==> src/rtl/fetch_queue_if.sv <==
// rtl/fetch_queue_if.sv - F2D fetch-to-decode handshake interface
interface F2D;
  typedef struct packed {
    logic [31:0] inst;
    logic [31:0] pc;
  } ipd_t;

  typedef struct packed {
    ipd_t ipd;
  } f2d_data_t;

  logic      valid;
  logic      rdy;
  f2d_data_t data;

  modport master (output valid, output data, input rdy);
  modport slave  (input valid, input data, output rdy);
endinterface

==> src/rtl/fetch_queue.sv <==
// rtl/fetch_queue.sv - instruction fetch queue feeding Decode over F2D (optional FETQ_PERF_EN stall counter)
module fetch_queue #(
  parameter int          QDEPTH   = 4,
  parameter logic [31:0] RESET_PC = 32'h0000_0000
) (
  input  logic        clk_in,
  input  logic        reset_in,
  input  logic        cpu_halt,
  input  logic        pipe_flush,
  input  logic [31:0] flush_pc,
  output logic        ic_req,
  output logic [31:0] ic_addr,
  input  logic        ic_ack,
  input  logic [31:0] ic_rd_data,
  F2D.master          F2D_bus
`ifdef FETQ_PERF_EN
  ,
  output logic [31:0] stall_cnt
`endif
);

  localparam int PW = $clog2(QDEPTH);
  localparam int CW = PW + 1;

  typedef enum logic [1:0] {S_IDLE, S_REQ, S_DISCARD} state_t;

  state_t        state, state_nxt;
  logic [CW-1:0] count;
  logic [PW-1:0] wr_ptr, rd_ptr;
  logic [31:0]   inst_mem [QDEPTH];
  logic [31:0]   pc_mem   [QDEPTH];
  logic [31:0]   next_pc;
  logic [31:0]   flush_tgt;
  logic          issue, push, pop, head_valid;

  assign flush_tgt  = flush_pc & 32'hFFFF_FFFC;
  assign head_valid = (count != '0);
  assign pop        = head_valid && F2D_bus.rdy;
  assign ic_req     = (state != S_IDLE);

  assign F2D_bus.valid = head_valid;
  assign F2D_bus.data  = {inst_mem[rd_ptr], pc_mem[rd_ptr]};

  // Next-state decode: one outstanding read, an IDLE cycle between requests
  always_comb begin
    state_nxt = state;
    issue     = 1'b0;
    push      = 1'b0;
    case (state)
      S_IDLE: begin
        if (!cpu_halt && !pipe_flush && (count < CW'(QDEPTH))) begin
          state_nxt = S_REQ;
          issue     = 1'b1;
        end
      end
      S_REQ: begin
        if (ic_ack) begin
          state_nxt = S_IDLE;
          push      = !pipe_flush;
        end else if (pipe_flush) begin
          state_nxt = S_DISCARD;
        end
      end
      S_DISCARD: begin
        if (ic_ack) state_nxt = S_IDLE;
      end
      default: state_nxt = S_IDLE;
    endcase
  end

  // State register
  always_ff @(posedge clk_in or negedge reset_in) begin
    if (!reset_in) state <= S_IDLE;
    else           state <= state_nxt;
  end

  // Request address is latched at issue and held until the ack
  always_ff @(posedge clk_in or negedge reset_in) begin
    if (!reset_in)  ic_addr <= 32'h0;
    else if (issue) ic_addr <= next_pc;
  end

  // Fetch PC: redirect wins over advancing on an accepted word
  always_ff @(posedge clk_in or negedge reset_in) begin
    if (!reset_in)       next_pc <= RESET_PC;
    else if (pipe_flush) next_pc <= flush_tgt;
    else if (push)       next_pc <= next_pc + 32'd4;
  end

  // Queue pointers and occupancy; a flush empties the queue regardless of push/pop
  always_ff @(posedge clk_in or negedge reset_in) begin
    if (!reset_in) begin
      count  <= '0;
      wr_ptr <= '0;
      rd_ptr <= '0;
    end else if (pipe_flush) begin
      count  <= '0;
      wr_ptr <= '0;
      rd_ptr <= '0;
    end else begin
      if (push) wr_ptr <= wr_ptr + PW'(1);
      if (pop)  rd_ptr <= rd_ptr + PW'(1);
      if (push && !pop)      count <= count + CW'(1);
      else if (!push && pop) count <= count - CW'(1);
    end
  end

  // Queue storage; cleared on reset so the F2D data bus starts at zero
  always_ff @(posedge clk_in or negedge reset_in) begin
    if (!reset_in) begin
      for (int i = 0; i < QDEPTH; i++) begin
        inst_mem[i] <= 32'h0;
        pc_mem[i]   <= 32'h0;
      end
    end else if (push) begin
      inst_mem[wr_ptr] <= ic_rd_data;
      pc_mem[wr_ptr]   <= ic_addr;
    end
  end

`ifdef FETQ_PERF_EN
  // Count cycles Decode holds off a valid word
  always_ff @(posedge clk_in or negedge reset_in) begin
    if (!reset_in)                       stall_cnt <= 32'h0;
    else if (head_valid && !F2D_bus.rdy) stall_cnt <= stall_cnt + 32'd1;
  end
`endif

endmodule

==> src/flat_wrapper.sv <==
// flat-port wrapper written by rule: the top's interface ports become plain ports
module fetch_queue_flat 
#(
  parameter int          QDEPTH   = 4,
  parameter logic [31:0] RESET_PC = 32'h0000_0000
)
  (clk_in, reset_in, cpu_halt, pipe_flush, flush_pc, ic_req, ic_addr, ic_ack, ic_rd_data, F2D_bus_valid, F2D_bus_data, F2D_bus_rdy);
  F2D F2D_bus_i ();
  input  logic clk_in;
  input  logic reset_in;
  input  logic cpu_halt;
  input  logic pipe_flush;
  input  logic [31:0] flush_pc;
  output logic ic_req;
  output logic [31:0] ic_addr;
  input  logic ic_ack;
  input  logic [31:0] ic_rd_data;
  output wire logic [$bits(F2D_bus_i.valid)-1:0] F2D_bus_valid;
  output wire logic [$bits(F2D_bus_i.data)-1:0] F2D_bus_data;
  input wire logic [$bits(F2D_bus_i.rdy)-1:0] F2D_bus_rdy;
  assign F2D_bus_valid = F2D_bus_i.valid;
  assign F2D_bus_data = F2D_bus_i.data;
  assign F2D_bus_i.rdy = F2D_bus_rdy;
  fetch_queue #(.QDEPTH(QDEPTH), .RESET_PC(RESET_PC)) u_core (.clk_in(clk_in), .reset_in(reset_in), .cpu_halt(cpu_halt), .pipe_flush(pipe_flush), .flush_pc(flush_pc), .ic_req(ic_req), .ic_addr(ic_addr), .ic_ack(ic_ack), .ic_rd_data(ic_rd_data), .F2D_bus(F2D_bus_i));
endmodule
==> config.mk <==
export PLATFORM = sky130hd
export DESIGN_NAME = fetch_queue_flat
export DESIGN_NICKNAME = d
export VERILOG_FILES = /design/src/rtl/fetch_queue_if.sv /design/src/rtl/fetch_queue.sv /design/src/flat_wrapper.sv
export SDC_FILE = /design/constraint.sdc
export NUM_CORES = 1
export LEC_CHECK = 0
export CORE_UTILIZATION = 50
export CTS_BUF_LIST = sky130_fd_sc_hd__clkbuf_8
export CTS_CLUSTER_DIAMETER = 30
export CTS_CLUSTER_SIZE = 40
export DETAILED_ROUTE_END_ITERATION = 8
export GPL_TIMING_DRIVEN = 0
export HOLD_SLACK_MARGIN = 0.15
export PLACE_DENSITY = 0.73
export SLEW_MARGIN = 20
export SYNTH_ARGS = -nofsm -noshare
export SYNTH_HDL_FRONTEND = slang
export SYNTH_SLANG_ARGS = --single-unit
==> constraint.sdc <==
create_clock -name clk_in -period 4.91 [get_ports clk_in]
set_input_delay 0.982 -clock clk_in [delete_from_list [all_inputs] [get_ports clk_in]]
set_output_delay 0.982 -clock clk_in [all_outputs]
set_load 0.03 [all_outputs]
; ---- Word level (Yosys, flattened, before mapping)
; Index checks and enable logic that the tools add are counted.
[totals]
regBits = 329
latch_bits = 0
ramBits = 0
rom_bits = 0
input_bits = 70
out_inout_bits = 98
wordCells = 75
n_memories = 0
[classes]
n_addsub = 5
n_mul = 0
div_mod_pow = 0
n_lt_le_gt_ge = 4
eq_ne = 5
shift = 0
muxes = 28
n_bitwise = 2
reduce_logical = 17
[op_table]
columns = operator, count
row1 = $bwmux 128, 2
row2 = $mux 32, 7
row3 = $bmux 32 s2, 2
row4 = $demux 32 s2, 1
row5 = $add 32x3->32 const B, 1
row6 = $mux 2, 8
row7 = $mux 3, 3
row8 = $ge 3x3->1 const B, 2
row9 = $logic_and 1x1->1, 6
row10 = $not 2->3, 2
row11 = $pmux 2 s3, 1
row12 = $reduce_bool 2->1, 3
row13 = $reduce_bool 3->1, 2
row14 = $add 2x1->2 const B, 2
row15 = $logic_not 1->1, 4
row16 = $mux 1, 4
row17 = $add 3x1->3 const B, 1
row18 = $lt 3x1->1 const B, 1
row19 = $lt 3x3->1 const B, 1
row20 = $ne 3x3->1 const B, 1
row21 = $reduce_and 3->1, 1
row22 = $sub 3x1->3 const B, 1
row23 = $eq 2x1->1 const B, 1
row24 = $eq 2x2->1 const B, 1
row25 = other kinds (3), 3

; ---- Longest topological paths before layout
; Gate-level depths: netlist of the first run.
[logic_depth]
depth_word = 8
depth_mapped = 9
ltp_nobuf = 7

; ---- Least setup slack after synthesis of the first run
; Ideal clock, no wire load.
[synth_timing]
kind = in2reg
start = input pipe_flush
end = register u_core.count[2]
arrival_time_ns = 2.756
required_ns = 4.778
setup_slack_ns = 2.023
path_stages = 9
path_cell_list = clkbuf_1 > clkbuf_1 > clkbuf_1 > nor3_1 > fa_1 > nand4bb_1 > o22ai_1 > xnor2_1 > nor2_1
[synth_between]
elab_chain_cells = 6
[synth_lines]
columns = item, line_no
row1 = start: declaration, flat_wrapper.sv:12  ; input logic pipe_flush;
row2 = $logic_not 1->1, fetch_queue.sv:59  ; push = !pipe_flush;
row3 = $mux 1, fetch_queue.sv:57  ; if (ic_ack) begin
row4 = $mux 1, fetch_queue.sv:49  ; case (state)
row5 = $logic_and 1x1->1 or $logic_not 1->1 (tied branches), "fetch_queue.sv:103, fetch_queue.sv:104"
row6 = $mux 3 or $logic_and 1x1->1 (tied branches), "fetch_queue.sv:103, fetch_queue.sv:104"
row7 = $mux 3 or $reduce_bool 3->1 (tied branches), --
row8 = end signal: assignment, fetch_queue.sv:103  ; if (push && !pop) count <= count + CW'(1);
row9 = end signal: assignment, fetch_queue.sv:104  ; else if (!push && pop) count <= count - CW'(1);
row10 = end: declaration, fetch_queue.sv:28  ; logic [CW-1:0] count;
; Several ways; a longest one is shown, not always the timed one.
; A chain may end at the register's enable or synchronous reset.

; ---- Final worst setup path of the first run
[layout_timing]
start = register u_core.rd_ptr[0]
end = output F2D_bus_data[5]
[layout_between]
elab_chain_cells = 4
[layout_lines]
columns = item, line_no
row1 = start: declaration, fetch_queue.sv:29  ; logic [PW-1:0] wr_ptr, rd_ptr;
row2 = start signal: assignment, fetch_queue.sv:102  ; if (pop) rd_ptr <= rd_ptr + PW'(1);
row3 = $not 2->3 (implied by the code), fetch_queue.sv:42  ; assign F2D_bus.data = {inst_mem[rd_ptr], pc_mem[rd_ptr]};
row4 = $bmux 32 s2, fetch_queue.sv:42
row5 = $mux 32 (implied by the code) (2 in a row), fetch_queue.sv:42
row6 = end: declaration, flat_wrapper.sv:19  ; output wire logic [$bits(F2D_bus_i.data)-1:0] F2D_bus_data;
; Every way passes these cells. The select of a mux whose other input is x is not followed.

==> results_dict.tcl, run 1 <==
set metrics [dict create \
    status "completed" \
    htree_levels 3 \
    grt_overflow 0 \
    syn_inst 925 \
    met3WireLength_um 2020 \
    ant_nets 0 \
    clockPowerShare_pct 31.4 \
    worst_pin_slew_ns 0.842 \
    critPathBufInv 3 \
    numCtsBuffers 68 \
    fp.dieH_um 170 \
    finalNetCount 1237 \
    hpwl_um 20400 \
    io_pins 168 \
    num_vias 8850 \
    p_per_area_nw_per_um2 579 \
    crit_path_start_kind "register" \
    synth_ff_type "dfrtp_1" \
    cts_tree "done" \
    cts_root_buffer "clkbuf_8" \
    syn_avg_cell_area_um2 15.3 \
    rows 61 \
    grt.total_usage_pct 22.3 \
    leakage_uw 0.00799 \
    finish.utilization_pct 64.3 \
    period_share_pct 85.8 \
    antenna_found_initial 3 \
    final-setup-viol-count 0 \
    grt_pass1_vias 9441 \
    wl_per_cell_um 19.6 \
    clk_transition_reported_paths_ns 0.06 \
    synth_area_leaders "dfrtp_1 (56%), mux2_2 (22%), mux4_2 (9.9%)" \
    die_x_um 170 \
    postCtsSetupRepairBufs 0 \
    placed_cells 1469 \
    routed-wl-met2_um 15000 \
    antenna-diode-count 0 \
    nFillCells 2152 \
    io_buffers 160 \
    wirelength_um 31100 \
    placed_cell_area_um2 16300 \
    intPower_uw 6890 \
    fin_crit_ns 4.21 \
    arrival_ns 3.23 \
    relSlewSlack_pct 43.9 \
    fmax_ghz 0.237 \
    clockBufferDepth 3 \
    power.switching_uw 3450 \
    switching_share_pct 33.4 \
    final_cell_count_no_fill 1590 \
    area_delta_synth_final_pct 26.6 \
    final-hold-violation-count 0 \
    drt_iter0_drc 446 \
    cp_top_family "buffers and inverters" \
    post_cts_resized 0 \
    worstSkewPairLatency_ns 0.57 \
    clock-sinks 317 \
    comb_power_share_pct 33.4 \
    skew_ns 0.0183 \
    grt_max_degree 101 \
    yosysMostFrequentCell "dfrtp_1" \
    synth-edff-count 0 \
    multi_input_area_um2 5870 \
    wl_met1_um 13400 \
    syn_area_um2 14100 \
    cp_slowest_cell "clkbuf_1" \
    grt_pass1_wl_um 50100 \
    core-area_um2 27800 \
    yosys.area.top_type "dfrtp_1" \
    start_util_pct 50.8 \
    yosysUniqueCellTypes 48 \
    yosysWarnings 0 \
    setup_tns_ns 0 \
    die-area_um2 28900 \
    synth-seq-cells 317 \
    yosysSeqAreaShare_pct 56.2 \
    ir_drop_mv 0.360 \
    cap_violations 0 \
    regArea_um2 7930 \
    rsz0062_at_grt "no" \
    gp_congestion 0.791 \
    drive_gt1_share_pct 42.3 \
    dr.pass1.iters 7 \
    dr.max_layer_used "met5" \
    end_kind "primary output" \
    cp_max_fo 10 \
    critPathMaxStageDelay_ns 0.63 \
    seqPwrFrac_pct 35.2 \
    holdBufCountCts 0 \
    min_path_type "in -> async" \
    maxSlewViolCount 0 \
    crit_type "reg -> out" \
    worstPathRequired_ns 3.93 \
    vias_per_cell 5.57 \
    design_area_um2 17900 \
    synthTopCellsByCount "dfrtp_1 (317), mux2_2 (279), mux4_2 (62), buf_2 (34), nand2_1 (31)" \
    synth.top_cell.area_share_pct 56.2 \
    path_cells "clkbuf_1 -> buf_2 -> mux4_2 -> clkdlybuf4s50_1" \
    ys_async_sr_fraction_pct 100 \
    drc 0 \
]
per-stage QoR:
stage	power (uW)	setup slack, ns	hold slack, ns
floorplan	5760	2.02	0.474
global placement	7100	-10.91	0.482
detailed placement	7170	1.17	0.487
CTS	10500	0.554	0.270
global route	10800	0.471	0.281
finish	10300	0.696	0.287
cell type report:
type,count,share of cell area [%]
Buffer,58,1.63
Clock buffer,75,5.78
Clock inverter,46,3.03
Inverter,6,0.126
Multi-Input combinational cell,547,32.9
Sequential cell,317,44.4
Tap cell,378,2.65
Timing Repair Buffer,163,9.46
flip-flops by register name (all words and copies together) (netlist names):
signal	flops
u_core.count	3
u_core.ic_addr	30
u_core.inst_mem	128
u_core.next_pc	30
u_core.pc_mem	120
u_core.rd_ptr	2
u_core.state	2
u_core.wr_ptr	2
cells in the final DEF, fill, tap and decap left out, types with 11 or more instances in the layout:
cell type and count:
dfrtp_1 317, mux2_2 279, clkdlybuf4s50_1 159, clkbuf_8 75, mux4_2 62, buf_2 34, nand2_1 31, nor2_1 22
clkbuf_1 18, or4_1 15, a31oi_1 14, o21ai_0 14, nand4_1 12, nand3_1 12, clkinv_2 11
routing by layer:
layer	vias up	global-route usage (%)
li1	3962	-
met1	4567	29.1
met2	242	36.0
met3	73	6.49
met4	6	7.13
met5	-	0
worst reg2reg max path: stages, from the launching register on:
cell	delay, ns
dfrtp_1	0.44
nand3b_1	0.29
nor2_1	0.26
nand2_1	0.36
buf_2	0.36
mux2_2	0.30
worst paths after layout:
kind | startpoint | end | slack [ns] | depth (start not counted)
worst max-delay path | u_core.rd_ptr[0]$_DFFE_PN0P_ | F2D_bus_data[5] | 0.70 | 4
worst min-delay path | reset_in | u_core.inst_mem[81]$_DFFE_PN0P_ | 0.29 | 1
worst max register to register | u_core.state[1]$_DFFE_PN0P_ | u_core.pc_mem[48]$_DFFE_PN0P_ | 2.77 | 5
worst min register to register | u_core.inst_mem[55]$_DFFE_PN0P_ | u_core.inst_mem[55]$_DFFE_PN0P_ | 0.50 | 1
max in group asynchronous | reset_in | u_core.pc_mem[110]$_DFFE_PN0P_ | 3.31 | 3
min in group clk_in | u_core.inst_mem[55]$_DFFE_PN0P_ | u_core.inst_mem[55]$_DFFE_PN0P_ | 0.50 | 1
power groups by stage:
stage / combinational (uW) / sequential (uW) / clock (uW)
detailed placement: 3480 / 3690 / 0
global route: 3660 / 3730 / 3430
CTS: 3500 / 3650 / 3320
finish: 3450 / 3640 / 3240
floorplan: 1990 / 3770 / 0
global placement: 3430 / 3670 / 0
cells by family (layout without fill, tap and decap cells):
kind of cell	after synthesis	after routing	synth area share [%]
DFF	317	317	56.2
adders and majority gates	6	6	0.585
AOI/OAI and AO/OA	52	52	2.39
buffers and inverters	64	348	2.22
and+or+nand+nor	129	129	5.45
xor gates and xnor gates	14	14	0.869
muxes	342	342	32.2
other	1	4	0.0266
No activity file was read; power rests on OpenSTA's default activity.
==> run 2: changes to the inputs <==
- CORE_ASPECT_RATIO: default -> 0.75
- CTS_CLUSTER_DIAMETER: 30 -> default
==> run 2 against run 1 <==
  * Routed wire length up 1.1%
  * Cell area fell by 4.2%
  * Global-route usage rose by 0.26 points
  * Core utilization is 1.7 points lower
  * Clock power decreased by 38%
  * Power down 12%
  * Register-to-register slack about the same
  * First-iteration DRC count is 1.3% lower
  * Cell count shrank 4.3%
  * Worst hold slack better by 0.074 ns
  * Setup slack better by 0.093 ns
  * Largest power group unchanged
==> results_dict.tcl, run 2 (same netlist as run 1, synthesis figures left out) <==
set metrics [dict create \
    cap_violations 0 \
    holdBufCountCts 0 \
    fp.dieH_um 147 \
    ir_drop_mv 0.278 \
    num_vias 8678 \
    final-setup-viol-count 0 \
    final_cell_mix "dfrtp_1 (317), mux2_2 (279), clkdlybuf4s50_1 (159)" \
    antenna-diode-count 0 \
    postCtsSetupRepairBufs 0 \
    relSlewSlack_pct 50.2 \
    min_path_type "in -> async" \
    io_pins 168 \
    clk_transition_reported_paths_ns 0.06 \
    arrival_ns 3.14 \
    rows 52 \
    numCtsBuffers 49 \
    top_register "u_core.inst_mem" \
    largestRegisters "u_core.inst_mem: 128 flops, u_core.pc_mem: 120 flops" \
    clock-sinks 317 \
    cts_root_buffer "clkbuf_8" \
    hold_slack_ns 0.361 \
    end_kind "primary output" \
    multi_input_area_um2 5870 \
    nFillCells 2115 \
    core-area_um2 27300 \
    cp_slowest_cell "clkdlybuf4s50_1" \
    drt_iter0_drc 440 \
    worstPathRequired_ns 3.93 \
    grt_max_degree 97 \
    skew_ns 0.0222 \
    io_buffers 160 \
    vias_per_cell 5.71 \
    ant_nets 0 \
    worstSkewPairLatency_ns 0.57 \
    p_per_area_nw_per_um2 535 \
    final_cell_count_no_fill 1521 \
    crit_path_start_kind "register" \
    grt_pass1_vias 9119 \
    die-area_um2 28900 \
    period_share_pct 83.9 \
    fmax_ghz 0.243 \
    path_cells "clkbuf_1 -> buf_2 -> mux4_2 -> clkdlybuf4s50_1" \
    worst_pin_slew_ns 0.746 \
    fin_crit_ns 4.12 \
    gp_congestion 0.842 \
    grt_pass1_wl_um 50500 \
    regArea_um2 7930 \
    crit_type "reg -> out" \
    finalNetCount 1218 \
    critPathBufInv 3 \
    hpwl_um 21500 \
    cts_tree "done" \
    area_delta_synth_final_pct 21.2 \
    wl_per_cell_um 20.7 \
    rsz0062_at_grt "no" \
    largest_register_ffs 128 \
    final_common_cell "dfrtp_1" \
    drc 0 \
    dr.pass1.iters 5 \
    leakage_uw 0.00772 \
    antenna_found_initial 0 \
    drive_gt1_share_pct 39.0 \
    clockBufferDepth 3 \
    start_util_pct 51.6 \
    cp_top_family "buffers and inverters" \
    maxSlewViolCount 0 \
    post_cts_resized 0 \
    grt_overflow 0 \
    grt.total_usage_pct 22.6 \
    die_x_um 196 \
    critPathMaxStageDelay_ns 0.67 \
    htree_levels 2 \
    cp_max_fo 10 \
    status "completed" \
    final-hold-violation-count 0 \
    wirelength_um 31400 \
    placed_cells 1442 \
]
## run 2: cell count changes in the layout (fill, tap and decap cells not counted), moves of 6 or more
cell	delta
bufinv_16	-10
clkbuf_8	-20
clkinv_2	-6
clkinvlp_4	-10
inv_1	+15
inv_6	-7
## run 2: stage by stage
stage / TNS (ns) / utilization [%] / setup WS [ns] / total power, uW / instance area, um2
6_report: 0 / 62.6 / 0.789 / 9140 / 17100
5_1_grt: 0 / 62.6 / 0.545 / 9610 / 17100
4_1_cts: 0 / 62.6 / 0.652 / 9250 / 17100
3_5_place_dp: 0 / 59.5 / 1.22 / 7220 / 16200
3_3_place_gp: -3414.45 / 59.1 / -10.81 / 7150 / 16200
2_1_floorplan: 0 / - / 2.02 / 5760 / 14100
## run 2: metal layers
metal / vias up / share of wire (%) / global-route usage [%] / wire (um)
met1: 4465 / 47 / 33.5 / 14900
met4: 0 / 1.0 / 5.39 / 318
met5: - / 0 / 0 / 0
li1: 3912 / - / - / -
met3: 33 / 5.9 / 4.56 / 1850
met2: 268 / 46 / 34.5 / 14400
## run 2: where the power goes
part | switching [uW] | internal (uW)
registers | 486 | 3190
clock network | 988 | 1010
logic | 1750 | 1720
## run 2: final timing paths
kind                            slack (ns)  depth (start not counted)                                to                       startpoint
worst max-delay path                  0.79                          4                  F2D_bus_data[13]     u_core.rd_ptr[0]$_DFFE_PN0P_
worst min-delay path                  0.36                          1  u_core.inst_mem[122]$_DFFE_PN0P_                         reset_in
worst max register to register        2.77                          5    u_core.pc_mem[125]$_DFFE_PN0P_      u_core.state[1]$_DFFE_PN0P_
worst min register to register        0.50                          1   u_core.inst_mem[62]$_DFFE_PN0P_  u_core.inst_mem[62]$_DFFE_PN0P_
max in group asynchronous             3.24                          3     u_core.pc_mem[52]$_DFFE_PN0P_                         reset_in
min in group clk_in                   0.50                          1   u_core.inst_mem[62]$_DFFE_PN0P_  u_core.inst_mem[62]$_DFFE_PN0P_
## run 2: cell type report
| cell class | count | area share, % |
|---|---|---|
| Clock inverter | 24 | 0.563 |
| Sequential cell | 317 | 46.4 |
| Timing Repair Buffer | 163 | 9.88 |
| Inverter | 6 | 0.132 |
| Multi-Input combinational cell | 547 | 34.4 |
| Clock buffer | 55 | 4.43 |
| Buffer | 58 | 1.70 |
| Tap cell | 351 | 2.57 |
==> run 3: changes to the inputs <==
- PLACE_DENSITY: 0.73 -> 0.76
- clock period: 4.91 -> 3.4 ns (I/O delays scaled with it)
==> run 3 against run 2 <==
  * Largest power group unchanged
  * Via count increased by 0.14%
  * Clock power grew 55%
  * Cell area increased by 0.70%
  * First-iteration DRC count up 20%
  * Core utilization up 0.44 points
  * Cell count about the same
  * Setup slack worse by 0.67 ns
  * Sequential share of layout area decreased by 0.29 points
  * Routed wire length grew 0.88%
  * Critical endpoint is now F2D_bus_data[26]
  * Power rose by 47%
==> results_dict.tcl, run 3 (same netlist as run 1, synthesis figures left out) <==
set metrics [dict create \
    die_x_um 196 \
    postCtsSetupRepairBufs 0 \
    path_cells "buf_4 -> mux4_2 -> clkdlybuf4s50_1" \
    antenna_found_initial 4 \
    ant_nets 0 \
    hpwl_um 21500 \
    final-setup-viol-count 0 \
    crit_path_start_kind "register" \
    fmax_ghz 0.305 \
    p_per_area_nw_per_um2 779 \
    numCtsBuffers 48 \
    largestRegisters "u_core.inst_mem: 128 flops, u_core.pc_mem: 120 flops" \
    cp_max_fo 10 \
    setup_tns_ns 0 \
    htree_levels 2 \
    critPathMaxStageDelay_ns 0.66 \
    top_register "u_core.inst_mem" \
    die-area_um2 28900 \
    grt_pass1_vias 9204 \
    placed_cells 1442 \
    wirelength_um 31700 \
    ir_drop_mv 0.534 \
    final_cell_mix "dfrtp_1 (315), mux2_2 (279), clkdlybuf4s50_1 (159)" \
    skew_ns 0.0173 \
    grt_overflow 0 \
    end_kind "primary output" \
    hold_slack_ns 0.499 \
    status "completed" \
    worst_pin_slew_ns 0.576 \
    arrival_ns 2.60 \
    drc 0 \
    r2r-end "u_core.pc_mem[50]$_DFFE_PN0P_" \
    final-hold-violation-count 0 \
    power_uw 13400 \
    period_share_pct 96.5 \
    largest_register_ffs 128 \
    clk_transition_reported_paths_ns 0.07 \
    gp_congestion 0.812 \
    io_pins 168 \
    cp_slowest_cell "clkdlybuf4s50_1" \
    clockBufferDepth 3 \
    final_common_cell "dfrtp_1" \
    grt_pass1_wl_um 51700 \
    finish.utilization_pct 63.0 \
    rows 52 \
    wl_per_cell_um 20.9 \
    fin_crit_ns 3.28 \
    cts_root_buffer "clkbuf_8" \
    clock-sinks 317 \
    endpoint "F2D_bus_data[26]" \
    core-area_um2 27300 \
    leakage_uw 0.00775 \
    rsz0062_at_grt "yes" \
    worstSkewPairLatency_ns 0.56 \
    start_util_pct 51.6 \
    min_path_type "reg -> reg" \
    area_delta_synth_final_pct 22.1 \
    grt.total_usage_pct 23.0 \
    r2r-start "u_core.state[1]$_DFFE_PN0P_" \
    cp-startpoint "u_core.rd_ptr[0]$_DFFE_PN0P_" \
    num_vias 8690 \
    finalNetCount 1216 \
    final_cell_count_no_fill 1520 \
    cap_violations 0 \
    drive_gt1_share_pct 40.2 \
    worstPathRequired_ns 2.72 \
    vias_per_cell 5.72 \
    dr.pass1.iters 5 \
    reg2reg_depth 5 \
    relSlewSlack_pct 61.6 \
    fp.dieH_um 147 \
    io_buffers 160 \
    crit_type "reg -> out" \
    grt_max_degree 99 \
    r2r_slack_ns 1.23 \
    drt_iter0_drc 526 \
    nFillCells 2089 \
    maxSlewViolCount 0 \
    cts_tree "done" \
]
==> run 3: cell types whose count changed in the layout (fill, tap and decap cells not counted), sizes merged <==
cell	previous run	this run
dlygate4sd3	0	1
diode	0	2
bufinv	0	1
inv	24	17
clkbuf	73	78
clkinv	6	3
==> run 3: worst min path at each step <==
stage	startpoint	end	depth (start not counted)
floorplan	reset_in	u_core.count[0]$_DFFE_PN0P_	0
global placement	u_core.inst_mem[79]$_DFFE_PN0P_	u_core.inst_mem[79]$_DFFE_PN0P_	1
detailed placement	u_core.pc_mem[61]$_DFFE_PN0P_	u_core.pc_mem[61]$_DFFE_PN0P_	1
CTS	u_core.pc_mem[61]$_DFFE_PN0P_	u_core.pc_mem[61]$_DFFE_PN0P_	1
global route	u_core.inst_mem[29]$_DFFE_PN0P_	u_core.inst_mem[29]$_DFFE_PN0P_	1
finish	u_core.inst_mem[62]$_DFFE_PN0P_	u_core.inst_mem[62]$_DFFE_PN0P_	1
==> run 3: worst max-delay path: cells and delay by family, from the launching register on <==
kind	cells	cell delay, ns
flip-flops	1	0.56
multiplexers	1	0.52
buffers and inverters	2	0.96
==> run 3: report_power, final <==
group          switching [uW]  leakage [uW]  internal (uW)  total [uW]
sequential                699       0.00414           4600        5300
clock                    1410      0.000532           1690        3100
combinational            2510       0.00308           2500        5000
==> run 3: timing repair <==
action,in CTS,in global routing
setup endpoints to repair,62,19
hold endpoints to repair,59,0
gates resized for setup,14,1
hold buffers,1,0
==> run 3: layer usage <==
metal | vias to the layer above | global-route usage (%) | part of all wire, %
met2 | 218 | 34.6 | 45
met4 | 2 | 6.09 | 1.8
met5 | - | 0 | 0.050
li1 | 3901 | - | -
met3 | 49 | 5.54 | 5.5
met1 | 4520 | 33.7 | 47
==> run 3: layout make-up <==
class / instances / area, um2 / area share, %
clock buffers: 62 / 853 / 4.95
plain buffers: 56 / 305 / 1.77
repair buffers: 164 / 1700 / 9.87
flip-flops and latches: 317 / 7940 / 46.1
multi-input cells: 547 / 5870 / 34.1
diodes: 2 / 5.00 / 0.0291
well taps: 351 / 439 / 2.55
inverters: 6 / 22.5 / 0.131
clock inverters: 15 / 85.1 / 0.494
==> run 3: per-stage QoR <==
step / cell area (um2) / worst slack, ns
2_1_floorplan: 14100 / 0.815
3_3_place_gp: 16200 / -11.98
3_5_place_dp: 16200 / 0.0269
4_1_cts: 17200 / 0.0219
5_1_grt: 17200 / -0.00185
6_report: 17200 / 0.118
